File: src/rtl/mem_bus_arbiter.sv
`default_nettype none
// ============================================================================
// mem_bus_arbiter : shares one MemRdy-handshaked memory port between two
//                   requesters. Define MEM_TIMEOUT_EN to abort stalled accesses.
// Revision 1.0
// ============================================================================
module mem_bus_arbiter #(
  parameter int unsigned FIXED_PRIO     = 0,
  parameter int unsigned TIMEOUT_CYCLES = 255
) (
  input  logic        Clk,
  input  logic        Reset,
  input  logic        Req0Enable,
  input  logic        Req0Rd,
  input  logic        Req0Wr,
  input  logic        Req0Length,
  input  logic [23:0] Req0Addr,
  input  logic [31:0] Req0WrData,
  output logic [31:0] Req0RdData,
  output logic        Req0Rdy,
  input  logic        Req1Enable,
  input  logic        Req1Rd,
  input  logic        Req1Wr,
  input  logic        Req1Length,
  input  logic [23:0] Req1Addr,
  input  logic [31:0] Req1WrData,
  output logic [31:0] Req1RdData,
  output logic        Req1Rdy,
  output logic [23:0] MemAddr,
  output logic [31:0] toMemData,
  input  logic [31:0] fromMemData,
  output logic        MemLength,
  output logic        MemRd,
  output logic        MemWr,
  output logic        MemEnable,
  input  logic        MemRdy,
  output logic [1:0]  Grant,
  output logic        MemErr
);

  localparam logic [31:0] C_ABORT_DATA = 32'hDEADBEEF;

  typedef enum logic [1:0] {
    S_IDLE   = 2'd0,
    S_ACCESS = 2'd1,
    S_DONE   = 2'd2
  } state_t;

  if (TIMEOUT_CYCLES == 0 || TIMEOUT_CYCLES > 1023) begin : g_bad_timeout
    $error("mem_bus_arbiter: TIMEOUT_CYCLES must be within 1..1023");
  end

  state_t      state_q, state_d;
  logic        last_q, last_d;     // index of the requester granted most recently
  logic [1:0]  grant_q, grant_d;
  logic [23:0] addr_q, addr_d;
  logic [31:0] wdata_q, wdata_d;
  logic        len_q, len_d;
  logic        rd_q, rd_d;
  logic        wr_q, wr_d;
  logic        en_q, en_d;
  logic [31:0] rdata0_q, rdata0_d;
  logic [31:0] rdata1_q, rdata1_d;
  logic        rdy0_q, rdy0_d;
  logic        rdy1_q, rdy1_d;

  logic w_valid0, w_valid1, w_pick1, w_timeout;

  assign w_valid0 = Req0Enable && (Req0Rd != Req0Wr);
  assign w_valid1 = Req1Enable && (Req1Rd != Req1Wr);

  always_comb begin
    state_d  = state_q;
    last_d   = last_q;
    grant_d  = grant_q;
    addr_d   = addr_q;
    wdata_d  = wdata_q;
    len_d    = len_q;
    rd_d     = rd_q;
    wr_d     = wr_q;
    en_d     = en_q;
    rdata0_d = rdata0_q;
    rdata1_d = rdata1_q;
    rdy0_d   = 1'b0;
    rdy1_d   = 1'b0;
    w_pick1  = 1'b0;
    case (state_q)
      S_IDLE: begin
        if (w_valid0 || w_valid1) begin
          if (w_valid0 && w_valid1) begin
            w_pick1 = (FIXED_PRIO != 0) ? 1'b0 : ~last_q;
          end else begin
            w_pick1 = w_valid1;
          end
          addr_d  = w_pick1 ? Req1Addr   : Req0Addr;
          wdata_d = w_pick1 ? Req1WrData : Req0WrData;
          len_d   = w_pick1 ? Req1Length : Req0Length;
          rd_d    = w_pick1 ? Req1Rd     : Req0Rd;
          wr_d    = w_pick1 ? Req1Wr     : Req0Wr;
          en_d    = 1'b1;
          grant_d = w_pick1 ? 2'b10 : 2'b01;
          last_d  = w_pick1;
          state_d = S_ACCESS;
        end
      end
      S_ACCESS: begin
        // A real completion takes precedence over a coincident timeout.
        if (MemRdy || w_timeout) begin
          en_d    = 1'b0;
          rd_d    = 1'b0;
          wr_d    = 1'b0;
          state_d = S_DONE;
          if (grant_q[1]) begin
            rdy1_d = 1'b1;
            if (!MemRdy)   rdata1_d = C_ABORT_DATA;
            else if (rd_q) rdata1_d = fromMemData;
          end else begin
            rdy0_d = 1'b1;
            if (!MemRdy)   rdata0_d = C_ABORT_DATA;
            else if (rd_q) rdata0_d = fromMemData;
          end
        end
      end
      S_DONE: begin
        grant_d = 2'b00;
        state_d = S_IDLE;
      end
      default: state_d = S_IDLE;
    endcase
  end

  always_ff @(posedge Clk or posedge Reset) begin
    if (Reset) begin
      state_q  <= S_IDLE;
      last_q   <= 1'b1;
      grant_q  <= 2'b00;
      addr_q   <= '0;
      wdata_q  <= '0;
      len_q    <= 1'b0;
      rd_q     <= 1'b0;
      wr_q     <= 1'b0;
      en_q     <= 1'b0;
      rdata0_q <= '0;
      rdata1_q <= '0;
      rdy0_q   <= 1'b0;
      rdy1_q   <= 1'b0;
    end else begin
      state_q  <= state_d;
      last_q   <= last_d;
      grant_q  <= grant_d;
      addr_q   <= addr_d;
      wdata_q  <= wdata_d;
      len_q    <= len_d;
      rd_q     <= rd_d;
      wr_q     <= wr_d;
      en_q     <= en_d;
      rdata0_q <= rdata0_d;
      rdata1_q <= rdata1_d;
      rdy0_q   <= rdy0_d;
      rdy1_q   <= rdy1_d;
    end
  end

`ifdef MEM_TIMEOUT_EN
  logic [9:0] cnt_q, cnt_d;
  logic       err_q, err_d;

  // The counter idles at zero, so it is already clear on entry to ACCESS.
  always_comb begin
    cnt_d = '0;
    err_d = 1'b0;
    if (state_q == S_ACCESS) begin
      cnt_d = cnt_q + 10'd1;
      err_d = !MemRdy && w_timeout;
    end
  end

  assign w_timeout = (cnt_q == 10'(TIMEOUT_CYCLES - 1));

  always_ff @(posedge Clk or posedge Reset) begin
    if (Reset) begin
      cnt_q <= '0;
      err_q <= 1'b0;
    end else begin
      cnt_q <= cnt_d;
      err_q <= err_d;
    end
  end

  assign MemErr = err_q;
`else
  assign w_timeout = 1'b0;
  assign MemErr    = 1'b0;
`endif

  assign MemAddr    = addr_q;
  assign toMemData  = wdata_q;
  assign MemLength  = len_q;
  assign MemRd      = rd_q;
  assign MemWr      = wr_q;
  assign MemEnable  = en_q;
  assign Grant      = grant_q;
  assign Req0RdData = rdata0_q;
  assign Req1RdData = rdata1_q;
  assign Req0Rdy    = rdy0_q;
  assign Req1Rdy    = rdy1_q;

endmodule
`default_nettype wire

File: config.mk
export PLATFORM = sky130hd
export DESIGN_NAME = mem_bus_arbiter
export DESIGN_NICKNAME = d
export VERILOG_FILES = /design/src/rtl/mem_bus_arbiter.sv
export SDC_FILE = /design/constraint.sdc
export NUM_CORES = 1
export LEC_CHECK = 0
export BUFFER_PORTS_ARGS = -buffer_cell sky130_fd_sc_hd__buf_2
export CAP_MARGIN = 10
export CORE_ASPECT_RATIO = 1.75
export CORE_UTILIZATION = 30
export DETAILED_ROUTE_END_ITERATION = 12
export GPL_TIMING_DRIVEN = 0
export SLEW_MARGIN = 10
export SYNTH_ARGS = -nofsm -noshare
export SYNTH_HDL_FRONTEND = slang
export SYNTH_SLANG_ARGS = --single-unit
export TNS_END_PERCENT = 1
File: constraint.sdc
create_clock -name Clk -period 8.8 [get_ports Clk]
set_clock_uncertainty 0.15 [all_clocks]
set_input_delay 0.44 -clock Clk [delete_from_list [all_inputs] [get_ports Clk]]
set_output_delay 0.44 -clock Clk [all_outputs]
set_load 0.01 [all_outputs]
# After elaboration in Yosys (flattened, before gate mapping)
# Index checks and enable logic that the tools add are counted.
dict set report word_totals {
  regBits 131
  wordCells 61
}
dict set report classes {
  eq_ne 6
  n_mux 27
  bitwise 2
  reduce_logical 13
}
# operator count
set op_table {}
lappend op_table {{two-way mux 32 bit} 1}
lappend op_table {{two-way mux 24 bit} 1}
lappend op_table {{two-way mux 1 bit} 16}
lappend op_table {{two-way mux 2 bit} 4}
lappend op_table {{case mux 2 bit (2 select lines)} 2}
lappend op_table {{AND reduction 4 bit} 2}
lappend op_table {{case mux 1 bit (2 select lines)} 3}
lappend op_table {{AND reduction 2 bit} 3}
lappend op_table {{!= test 2 bit, second input constant} 2}
lappend op_table {{nonzero test 2 bit} 2}
lappend op_table {{logical AND 1 bit} 3}
lappend op_table {{AND reduction 3 bit} 1}
lappend op_table {{== test 2 x 1 -> 1 bit, second input constant} 1}
lappend op_table {{== test 2 bit, second input constant} 1}
lappend op_table {{logical NOT 2 bit} 1}
lappend op_table {{!= test 1 bit} 2}
lappend op_table {{NOT 1 bit} 2}
lappend op_table {{logical OR 1 bit} 1}

# Longest topological paths before layout
# Gate-level depths: netlist (run 1).
dict set report logic_depth {
  word_depth 9
  depth_mapped 7
  mapped_depth_nobuf 5
}

# Least setup slack after synthesis (run 1)
# No wires, ideal clock.
dict set report synth_path {
  kind {in2reg}
  startpoint {input Req1Wr}
  endpoint {register rd_q, in the netlist MemRd}
  setup_ns 0.126
  arrival_ns 1.487
  t_required_ns 8.524
  path_slack_ns 7.037
  stages 5
  path_buffers 1
  path_cell_list {xor2_1 nand2_1 o211a_1 buf_2 a221o_1}
}
dict set report synth_between {
  elab_chain_len 9
  word_cells_on_any_way 12
  classes_between {eq/ne (2); mux (6); reduce/logical (4)}
}
# element line_no
set synth_rtl {}
lappend synth_rtl {{from (decl)} 23} ;# input logic Req1Wr,
lappend synth_rtl {{!= test 1 bit *} 70} ;# assign w_valid1 = Req1Enable && (Req1Rd != Req1Wr);
lappend synth_rtl {{logical AND 1 bit *} 70}
lappend synth_rtl {{logical AND 1 bit} 90} ;# if (w_valid0 && w_valid1) begin
lappend synth_rtl {{two-way mux 1 bit} 90}
lappend synth_rtl {{two-way mux 1 bit} 89} ;# if (w_valid0 || w_valid1) begin
lappend synth_rtl {{two-way mux 1 bit} 87} ;# case (state_q)
lappend synth_rtl {{two-way mux 1 bit} 98} ;# rd_d = w_pick1 ? Req1Rd : Req0Rd;
lappend synth_rtl {{two-way mux 1 bit} 89}
lappend synth_rtl {{case mux 1 bit (2 select lines)} 87}
lappend synth_rtl {{to (signal assigned)} 154} ;# rd_q <= rd_d;
lappend synth_rtl {{to (decl)} 59} ;# logic rd_q, rd_d;
# Mark *: on every way between the ends. The rest lies on a longest branch, timed or not. The select of a mux whose other input is x is not followed.
# A chain may end at the register's enable or synchronous reset.

# Worst setup path after layout (run 1)
dict set report layout_path {
  startpoint {register state_q[0]}
  endpoint {register wdata_q[5], in the netlist toMemData[5]}
}
dict set report layout_between {
  elab_chain_len 2
}
# element line_no
set layout_rtl {}
lappend layout_rtl {{from (decl)} 53} ;# state_t state_q, state_d;
lappend layout_rtl {{from (signal assigned)} 148} ;# state_q <= state_d;
lappend layout_rtl {{logical NOT 2 bit} 87}
lappend layout_rtl {{AND reduction 2 bit (no line)} --}
lappend layout_rtl {{to (signal assigned)} 152} ;# wdata_q <= wdata_d;
lappend layout_rtl {{to (decl)} 57} ;# logic [31:0] wdata_q, wdata_d;
# Every way passes these cells.

==> summary.md, run 1 <==
| Metric | Value |
|---|---|
| Slowest CP cell | dfrtp_1 |
| First-pass GRT wire length | around 23,000 um |
| CTS tree | done |
| Slew HR | 0.583 |
| RSZ-0062 raised after global routing | false |
| Setup crit start kind | flop |
| Final antenna-violating net count | 0 |
| Most frequent CP cell | buf_2 |
| GRT Residual Overflow | 0 |
| Die ar. | approximately 18,000 sq um |
| # rows | 64 |
| Fmax | slightly above 500 MHz |
| Cell family with most CP delay | buffers and inverters |
| Endpoint class of the critical path | flop |
| Final total power | 2690 uW |
| CTS Sinks | between 100 and 150 |
| H-Tree Depth | 4 |
| Worst-Skew Late Latency | 0.41 ns |
| Number of global-route vias before repair | 4,637 |
| Leakage | between 0.004 and 0.005 uW |
| Multi-input logic area | approximately 1900 sq um |
| Yosys top cell by area | dfrtp_1 |
| DR iter-0 viols | 76 |
| Critical-path cell list | buf_2, nor3b_1, a22oi_1, buf_2, buf_2, a22o_1, a21o_1 |
| Hold Violations, Final | 0 |
| Synth top area share | 0.607 |
| Routed wire per std cell | 16.6 um |
| Num CTS Buffers | 17 |
| Count leader, synth | dfrtp_1 |
| Yosys warning count | 0 |
| Final #Nets | between 800 and 900 |
| Clock Tree Root | clkbuf_16 |
| Die height | 179 um |
| N_diodes | 0 |
| FF-to-FF setup slack | around 6.8 ns |
| Core area | between 15,000 and 20,000 sq um |
| #FFs+latches synth | between 100 and 150 |
| Post-synth EDFFs | 0 |
| Mapped Area | ~5400 sq um |
| Cell count after synthesis | about 380 |
| DRC | 0 |
| Slew of the pin with the lowest slew margin | roughly 0.62 ns |
| Antenna violations before repair | 0 |
| Worst hold slack | 0.0763 ns |
| DRT Pass-1 Iters | 4 |
| Port buffer count | about 280 |
| Final Slew Violations | 0 |
| Setup Total Neg Slack | 0 ns |
| Post-synth ARST share | 1.00 |
| Initial Util | 0.307 |
| Crit Path Class | flop to flop |
| Die width | between 100 and 150 um |
| Synth-to-Final Area Change | 43.4% |
| Arrival time at the worst endpoint | between 2 and 2.5 ns |
| Worst vdd ir | 0.000123 V |
| Final period util | 0.224 |
| Mapped Nets | about 530 |
| PwrDens | 350 nW/um^2 |
| Max incr delay on CP | ~0.35 ns |
| Routed wire length | ~15,000 um |
| Top FF cell, synth | dfrtp_1 |
| Max Root-Sink Buffers | 2 |
| Vias | about 4.3k |
| Clk slew on worst S/H paths | around 0.060 ns |
| Cell variety after synth | 30 |
| FF+latch area | around 3300 sq um |
| Pin count of the biggest net entering global routing | 81 |
| Total GRT Usage | 0.167 |
| Crit path time final | approximately 2.0 ns |
| Filler Cell Count | 1,728 |
| Share of layout cells above drive strength 1 | 0.559 |
| Final RePlAce weighted congestion | between 0.7 and 0.8 |
| Status | finished clean |
| IO Pins | 284 |
| Worst Path Buf+Inv | 3 |
| DP HPWL | 11,700 um |
| Post-CTS Setup Bufs | 0 |
| Mapped Avg Cell Area | roughly 14 sq um |
| Hold Path Class | primary input to flop |
| Final setup vio count | 0 |
| Vias per inst | approximately 4.7 |
| Maxcap violations | 0 |
| Max Fanout on Critical Path | 10 |
| Sequential-to-total area share from yosys stat | 0.612 |
| WP data required | 8.94 ns |
| Synth cell count leaders | dfrtp_1, a21o_1, a22o_1 |
| Top post-synthesis cells by area | dfrtp_1, mux2_2, a22o_1, a21o_1, mux2_1 |
## cell families (layout without fill, tap and decap cells)
kind of cell	count (synthesis)	in the layout	synth area share
flip-flops	131	131	0.612
AO/OA/AOI/OAI	122	122	0.182
multiplexers	68	68	0.142
buffers and inverters	30	345	0.0348
AND/OR/NAND/NOR	22	22	0.0238
XOR/XNOR	3	3	0.00491
other	1	1	0.000700
## final timing paths
path                                        start                  endpoint  cells after the start
max                        state_q[0]$_DFFE_PP0P_  toMemData[5]$_DFFE_PP0P_                      7
min                                   Req0Addr[3]    MemAddr[3]$_DFFE_PP0P_                      2
max reg2reg                state_q[0]$_DFFE_PP0P_  toMemData[5]$_DFFE_PP0P_                      7
min reg2reg                 MemEnable$_DFFE_PP0P_     MemEnable$_DFFE_PP0P_                      2
max in group asynchronous                   Reset    MemAddr[9]$_DFFE_PP0P_                      4
min in group asynchronous                   Reset  toMemData[7]$_DFFE_PP0P_                      3
## state kept, by name, summed over array words and instances, names as in the netlist
signal / count
MemEnable: 1
state_q: 2
Req0RdData: 32
last_q: 1
MemAddr: 24
MemLength: 1
Req0Rdy: 1
Grant: 2
Req1RdData: 32
MemWr: 1
MemRd: 1
toMemData: 32
Req1Rdy: 1
## through the flow
stage / setup WS [ns] / utilization / cell area [sq um] / cells
floorplan: 4.71 / - / 5360 / 377
global placement: 3.25 / 0.404 / 7060 / 890
detailed placement: 6.61 / 0.406 / 7090 / 891
CTS: 6.80 / 0.440 / 7680 / 923
global route: 6.72 / 0.440 / 7680 / 923
finish: 6.83 / 0.440 / 7680 / 923
## final cells by class
class / instances / share of cell area
plain buffers: 28 / 0.0233
multi-input cells: 216 / 0.246
repair buffers: 284 / 0.189
clock inverters: 10 / 0.0174
flip-flops and latches: 131 / 0.427
well taps: 231 / 0.0376
inverters: 2 / 0.00163
clock buffers: 21 / 0.0586
## routing by layer
metal | vias to the layer above | part of all wire | track usage
li1 | 1993 | - | -
met1 | 2146 | 0.37 | 0.171
met2 | 191 | 0.56 | 0.309
met3 | 19 | 0.059 | 0.0515
met4 | 0 | 0.016 | 0.0675
met5 | - | 0 | 0
## cells in the final DEF (no fill, tap or decap), types with 3 or more instances in the layout
cell type / synthesis / final
buf_4: 7 / 7
dfrtp_1: 130 / 130
a21o_1: 54 / 54
o21ai_0: 6 / 6
clkbuf_16: 0 / 17
nor3b_1: 3 / 3
buf_6: 4 / 4
a22o_1: 53 / 53
buf_2: 14 / 296
clkinv_2: 0 / 4
and2_1: 3 / 3
nand2_1: 9 / 9
mux2_1: 16 / 16
mux2_2: 48 / 48
mux2i_1: 4 / 4
bufinv_16: 0 / 3
clkbuf_1: 3 / 6
## repair_timing
item                      4_1_cts  5_1_grt
hold endpoints to repair       50        0
hold buffers                    1        0
resized for setup               0        0
## where the power goes
group	switching [uW]	internal [uW]	total, uW
Clock	256	450	706
Combinational	470	496	967
Sequential	143	874	1020
Note: power is estimated with default switching activity, not from simulation.
==> run 2, diff against run 1 <==
==> constraint.sdc (replaced) <==
create_clock -name Clk -period 1.7 [get_ports Clk]
set_clock_uncertainty 0.15 [all_clocks]
set_input_delay 0.085 -clock Clk [delete_from_list [all_inputs] [get_ports Clk]]
set_output_delay 0.085 -clock Clk [all_outputs]
set_load 0.01 [all_outputs]
==> summary.md, run 2 (synthesized netlist as in run 1, its figures left out) <==
| Metric | Value |
|---|---|
| Max Fanout on Critical Path | 9 |
| DRT Pass-1 Iters | 4 |
| Die width | between 100 and 150 um |
| Hold_sp | Req1Rd |
| Slowest CP cell | dfstp_2 |
| Cell family with most CP delay | compound AO/OA/AOI/OAI gates |
| Max incr delay on CP | between 0.5 and 0.6 ns |
| Worst reg-to-reg path cell count | 6 |
| WP data required | about 1.8 ns |
| Status | finished, violations left |
| Critical-path cell list | nand2_2, o2111a_2, buf_12, buf_8, a22o_1, a21o_1 |
| Hold Violations, Final | 0 |
| Most common cell after layout, fill and taps aside | buf_2 |
| Clk slew on worst S/H paths | ~0.060 ns |
| IO Pins | around 280 |
| Die height | roughly 180 um |
| Core area | approximately 17,000 sq um |
| Final worst setup slack | -0.140 ns |
| Final Slew Violations | 0 |
| Final setup vio count | between 80 and 90 |
| Final cell count without fillers | approximately 1.1k |
| Fmax | between 500 and 600 MHz |
| Final #Nets | 1,006 |
| Final period util | 1.08 |
| Vias | 5,211 |
| Worst r2r src | last_q$_DFFE_PP1P_ |
| Die ar. | roughly 18,000 sq um |
| PwrDens | between 1500 and 2000 nW/um^2 |
| CTS Sinks | approximately 130 |
| DRC | 0 |
| Vias per inst | approximately 4.8 |
| Slew of the pin with the lowest slew margin | between 0.6 and 0.7 ns |
| Crit path time final | between 1.5 and 2 ns |
| Number of global-route vias before repair | ~5.8k |
| GRT Residual Overflow | 0 |
| Routed wire length | between 15,000 and 20,000 um |
| Worst vdd ir | just over 0.0007 V |
| Max Root-Sink Buffers | 2 |
| Placed inst area | 7120 sq um |
| Endpoint class of the critical path | flop |
| FF-to-FF setup slack | -0.14 ns |
| Routed wire per std cell | 17.3 um |
| Hold Path Sink | Grant[0]$_DFFE_PP0P_ |
| Final antenna-violating net count | 0 |
| Leakage | 0.00535 uW |
| Final RePlAce weighted congestion | around 0.80 |
| RSZ-0062 raised after global routing | true |
| Clock Tree Root | clkbuf_16 |
| N_diodes | 0 |
| Failing checks | setup timing |
| Worst-Skew Late Latency | 0.40 ns |
| R2R Path End | toMemData[24]$_DFFE_PP0P_ |
| Most frequent cells in the layout | buf_2, dlygate4sd3_1, dfrtp_1 |
| Share of layout cells above drive strength 1 | 0.506 |
| Pin count of the biggest net entering global routing | 40 |
| Setup crit start kind | flop |
| Maxcap violations | 0 |
| Placed Cells | 893 |
| Num CTS Buffers | 17 |
| WHS Path Cells | 5 |
| H-Tree Depth | 4 |
| Slew HR | 0.592 |
| CTS tree | done |
| Initial Util | 0.307 |
| Worst Path Buf+Inv | 2 |
| Total GRT Usage | 0.205 |
| DR iter-0 viols | about 170 |
| Synth-to-Final Area Change | 83.2% |
| Crit Path Class | flop to flop |
| First-pass GRT wire length | 28,700 um |
| # rows | 64 |
| Hold Path Class | primary input to flop |
| Port buffer count | between 200 and 300 |
| Final instance area | between 9000 and 10,000 sq um |
| Antenna violations before repair | 0 |
| Arrival time at the worst endpoint | about 2.0 ns |
| DP HPWL | about 12,000 um |
-- run 2: cell count changes in the layout (fill, tap and decap cells not counted), sizes merged --
cell | before | now
inv | 2 | 1
clkinv | 5 | 2
dlygate4sd3 | 1 | 154
clkbuf | 24 | 28
buf | 308 | 324
clkinvlp | 2 | 1
-- run 2: power breakdown --
group	internal, uW	total (uW)	switching, uW	leakage [uW]
Combinational	3400	6130	2730	0.00341
Sequential	4530	5350	819	0.00164
Clock	2470	3760	1290	0.000297
Total	10400	15200	4840	0.00535
-- run 2: how the worst max path moves through the flow --
stage | from | end | cells past startpoint | slack [ns]
after floorplan | Reset | Grant[0]$_DFFE_PP0P_ | 1 | -0.16
after global placement | Reset | MemAddr[9]$_DFFE_PP0P_ | 2 | -0.98
after detailed placement | state_q[1]$_DFFE_PP0P_ | Req1RdData[20]$_DFFE_PP0P_ | 6 | -0.29
after CTS | last_q$_DFFE_PP1P_ | toMemData[11]$_DFFE_PP0P_ | 6 | -0.11
after global routing | state_q[1]$_DFFE_PP0P_ | toMemData[5]$_DFFE_PP0P_ | 7 | -0.18
final | last_q$_DFFE_PP1P_ | toMemData[24]$_DFFE_PP0P_ | 6 | -0.14
-- run 2: layout make-up --
cell class / count / area (sq um)
Buffer: 28 / 329
Clock buffer: 23 / 498
Clock inverter: 5 / 100
Inverter: 2 / 11.3
Sequential cell: 131 / 3280
Multi-Input combinational cell: 216 / 2090
Timing Repair Buffer: 455 / 3220
Tap cell: 231 / 289
Fill cell: 1445 / 7640
-- run 2: routing by layer --
| metal | wire, um | vias up | track usage |
|---|---|---|---|
| met5 | 0 | - | 0 |
| met4 | 707 | 0 | 0.113 |
| met3 | 1060 | 57 | 0.0476 |
| met2 | 10500 | 256 | 0.383 |
| met1 | 6640 | 2560 | 0.202 |
| li1 | - | 2338 | - |
-- run 2: timing repair --
item                                   in CTS  in global routing
pin swaps                                   9                 21
endpoints found under the hold margin     190                  0
hold buffers                              154                  0
gates resized for setup                    83                 19
setup endpoints to repair                 122                124
buffers inserted                           12                  0
gates cloned                                2                  2
-- run 2: tightest hold or removal path, delay by kind of cell --
| kind | cells | cell delay (ns) |
|---|---|---|
| and+or+nand+nor | 1 | 0.08 |
| xor gates and xnor gates | 1 | 0.13 |
| AOI/OAI and AO/OA | 2 | 0.23 |
| buffers and inverters | 1 | 0.10 |
-- run 2: metrics by stage --
| step | TNS (ns) | total power, uW | setup WS [ns] | utilization | hold WS (ns) |
|---|---|---|---|---|---|
| floorplan | -20.83 | 8140 | -0.157 | - | 0.0336 |
| global placement | -148.58 | 10200 | -0.984 | 0.405 | 0.135 |
| detailed placement | -26.40 | 10400 | -0.287 | 0.408 | 0.0424 |
| CTS | -5.97 | 15200 | -0.106 | 0.556 | 0.0257 |
| global route | -13.19 | 16100 | -0.179 | 0.562 | 0.161 |
| finish | -6.35 | 15200 | -0.140 | 0.562 | 0.111 |
==> run 3, diff against run 2 <==
--- a/config.mk
+++ b/config.mk
@@ -11,6 +11,7 @@
 export CORE_UTILIZATION = 30
 export DETAILED_ROUTE_END_ITERATION = 12
 export GPL_TIMING_DRIVEN = 0
+export REMOVE_ABC_BUFFERS = 1
 export SLEW_MARGIN = 10
 export SYNTH_ARGS = -nofsm -noshare
 export SYNTH_HDL_FRONTEND = slang
==> constraint.sdc (replaced) <==
create_clock -name Clk -period 1.9 [get_ports Clk]
set_clock_uncertainty 0.15 [all_clocks]
set_input_delay 0.095 -clock Clk [delete_from_list [all_inputs] [get_ports Clk]]
set_output_delay 0.095 -clock Clk [all_outputs]
set_load 0.01 [all_outputs]
==> summary.md, run 3 (synthesized netlist as in run 1, its figures left out) <==
| Metric | Value |
|---|---|
| Vias | just over 5k |
| Die ar. | between 15,000 and 20,000 sq um |
| Final instance area | between 9000 and 10,000 sq um |
| Final total power | between 10,000 and 15,000 uW |
| Most frequent cells in the layout | buf_2, dlygate4sd3_1, dfrtp_1 |
| CTS tree | done |
| Worst setup path start | state_q[0]$_DFFE_PP0P_ |
| Worst vdd ir | slightly above 0.0007 V |
| Endpoint class of the critical path | flop |
| Most common cell after layout, fill and taps aside | buf_2 |
| CTS Sinks | ~130 |
| Final setup vio count | 7 |
| Leakage | 0.00511 uW |
| Max Fanout on Critical Path | 10 |
| Cell family with most CP delay | flip-flops |
| Arrival time at the worst endpoint | roughly 2.1 ns |
| Sw power | between 4000 and 5000 uW |
| Status | finished, violations left |
| FF-to-FF setup slack | -0.01 ns |
| Reg power frac | 0.357 |
| Internal | 9200 uW |
| IO Pins | 284 |
| Max incr delay on CP | between 0.4 and 0.5 ns |
| DRT Pass-1 Iters | 4 |
| WP data required | 2.05 ns |
| Worst Path Buf+Inv | 3 |
| Max Root-Sink Buffers | 2 |
| Crit Path Class | flop to flop |
| Hold Path Class | primary input to flop |
| Setup crit start kind | flop |
| Num CTS Buffers | 17 |
| Slew HR | 0.604 |
| Final antenna-violating net count | 0 |
| Crit path time final | 1.91 ns |
| DR iter-0 viols | approximately 190 |
| Antenna violations before repair | 0 |
| Worst hold slack | 0.107 ns |
| Slew of the pin with the lowest slew margin | just under 0.6 ns |
| Port buffer count | approximately 280 |
| Failing checks | setup timing |
| Slowest CP cell | dfrtp_2 |
| Clk slew on worst S/H paths | roughly 0.06 ns |
| DP HPWL | approximately 11,000 um |
| Routed wire per std cell | approximately 17 um |
| DRC | 0 |
| Synth-to-Final Area Change | 76.2% |
| Final Slew Violations | 0 |
| Final worst setup slack | -0.0106 ns |
| Share of layout cells above drive strength 1 | 0.471 |
| PwrDens | roughly 1400 nW/um^2 |
| Most frequent CP cell | buf_12 |
| Fmax | ~520 MHz |
| Final design utilization | 0.541 |
| Final #Nets | about 1,000 |
| Clock Tree Root | clkbuf_16 |
| Final period util | 1.01 |
| Critical-path cell list | nor3b_4, a22oi_2, buf_8, buf_12, buf_12, a22o_1, a21o_1 |
| Hold Violations, Final | 0 |
| Comb power frac | 0.372 |
| H-Tree Depth | 4 |
| # rows | 64 |
| Total GRT Usage | 0.180 |
| Vias per inst | between 4 and 5 |
| Worst reg-to-reg path cell count | 7 |
| Initial Util | 0.307 |
| Routed wire length | about 18,000 um |
| Number of global-route vias before repair | roughly 5.3k |
| Placed inst area | ~7000 sq um |
| Worst-Skew Late Latency | between 0.4 and 0.5 ns |
| CP Depth | 7 |
| Hold_sp | Req1Wr |
| WHS Path Cells | 5 |
| First-pass GRT wire length | approximately 25,000 um |
| Final RePlAce weighted congestion | 0.746 |
| Pin count of the biggest net entering global routing | 70 |
| Core area | ~17,000 sq um |
| Switching Share | 0.319 |
| RSZ-0062 raised after global routing | true |
| Maxcap violations | 0 |
| Clk pwr share | 0.271 |
| Worst r2r src | state_q[0]$_DFFE_PP0P_ |
| GRT Residual Overflow | 0 |
| Die height | 179 um |
| Die width | roughly 100 um |
==> run 3: per-layer routing <==
layer	part of all wire	up-vias	global-route usage
met4	0.037	0	0.107
met2	0.55	237	0.344
met5	0	-	0
met3	0.061	49	0.0456
met1	0.35	2515	0.166
li1	-	2286	-
==> run 3: final cells by class <==
class / count / area [sq um]
diodes: 1 / 2.50
clock buffers: 23 / 488
clock inverters: 9 / 175
fillers: 1456 / 8020
inverters: 2 / 12.5
multi-input cells: 218 / 1980
flip-flops and latches: 131 / 3280
well taps: 231 / 289
repair buffers: 454 / 3210
==> run 3: repair_timing <==
| item | in CTS | in global routing |
|---|---|---|
| cloned | 0 | 4 |
| hold buffers | 154 | 0 |
| resized for setup | 7 | 11 |
| setup endpoints to repair | 113 | 95 |
| buffers inserted | 1 | 9 |
| hold endpoints to repair | 191 | 0 |
| pin swaps | 18 | 3 |
==> run 3: path summary, 6_finish.rpt <==
kind / endpoint
setup / recovery: toMemData[20]$_DFFE_PP0P_
hold / removal: Grant[0]$_DFFE_PP0P_
setup reg to reg: toMemData[20]$_DFFE_PP0P_
hold reg to reg: MemAddr[18]$_DFFE_PP0P_
max in group asynchronous: last_q$_DFFE_PP1P_
min in group asynchronous: Req1RdData[5]$_DFFE_PP0P_
==> run 3: through the flow <==
stage	instances	setup TNS [ns]	worst slack, ns
2_1_floorplan	349	-356.45	-1.84
3_3_place_gp	862	-622.08	-3.06
3_5_place_dp	868	-31.79	-0.482
4_1_cts	1055	-1.47	-0.0899
5_1_grt	1068	-1.98	-0.0715
6_report	1069	-0.0382	-0.0106
==> run 3: power by group through the flow <==
stage               clock [uW]  sequential (uW)  combinational (uW)
floorplan                    0             5280                1900
detailed placement           0             4770                4450
CTS                       3750             4760                4740
finish                    3660             4820                5020
global route              3870             4960                5410
global placement             0             4700                4300
==> run 3: tightest hold or removal path, cell delays in order <==
cell      delay [ns]
buf_2           0.10
xor2_1          0.14
a21oi_1         0.15
o21ai_0         0.08
nand2b_1        0.07
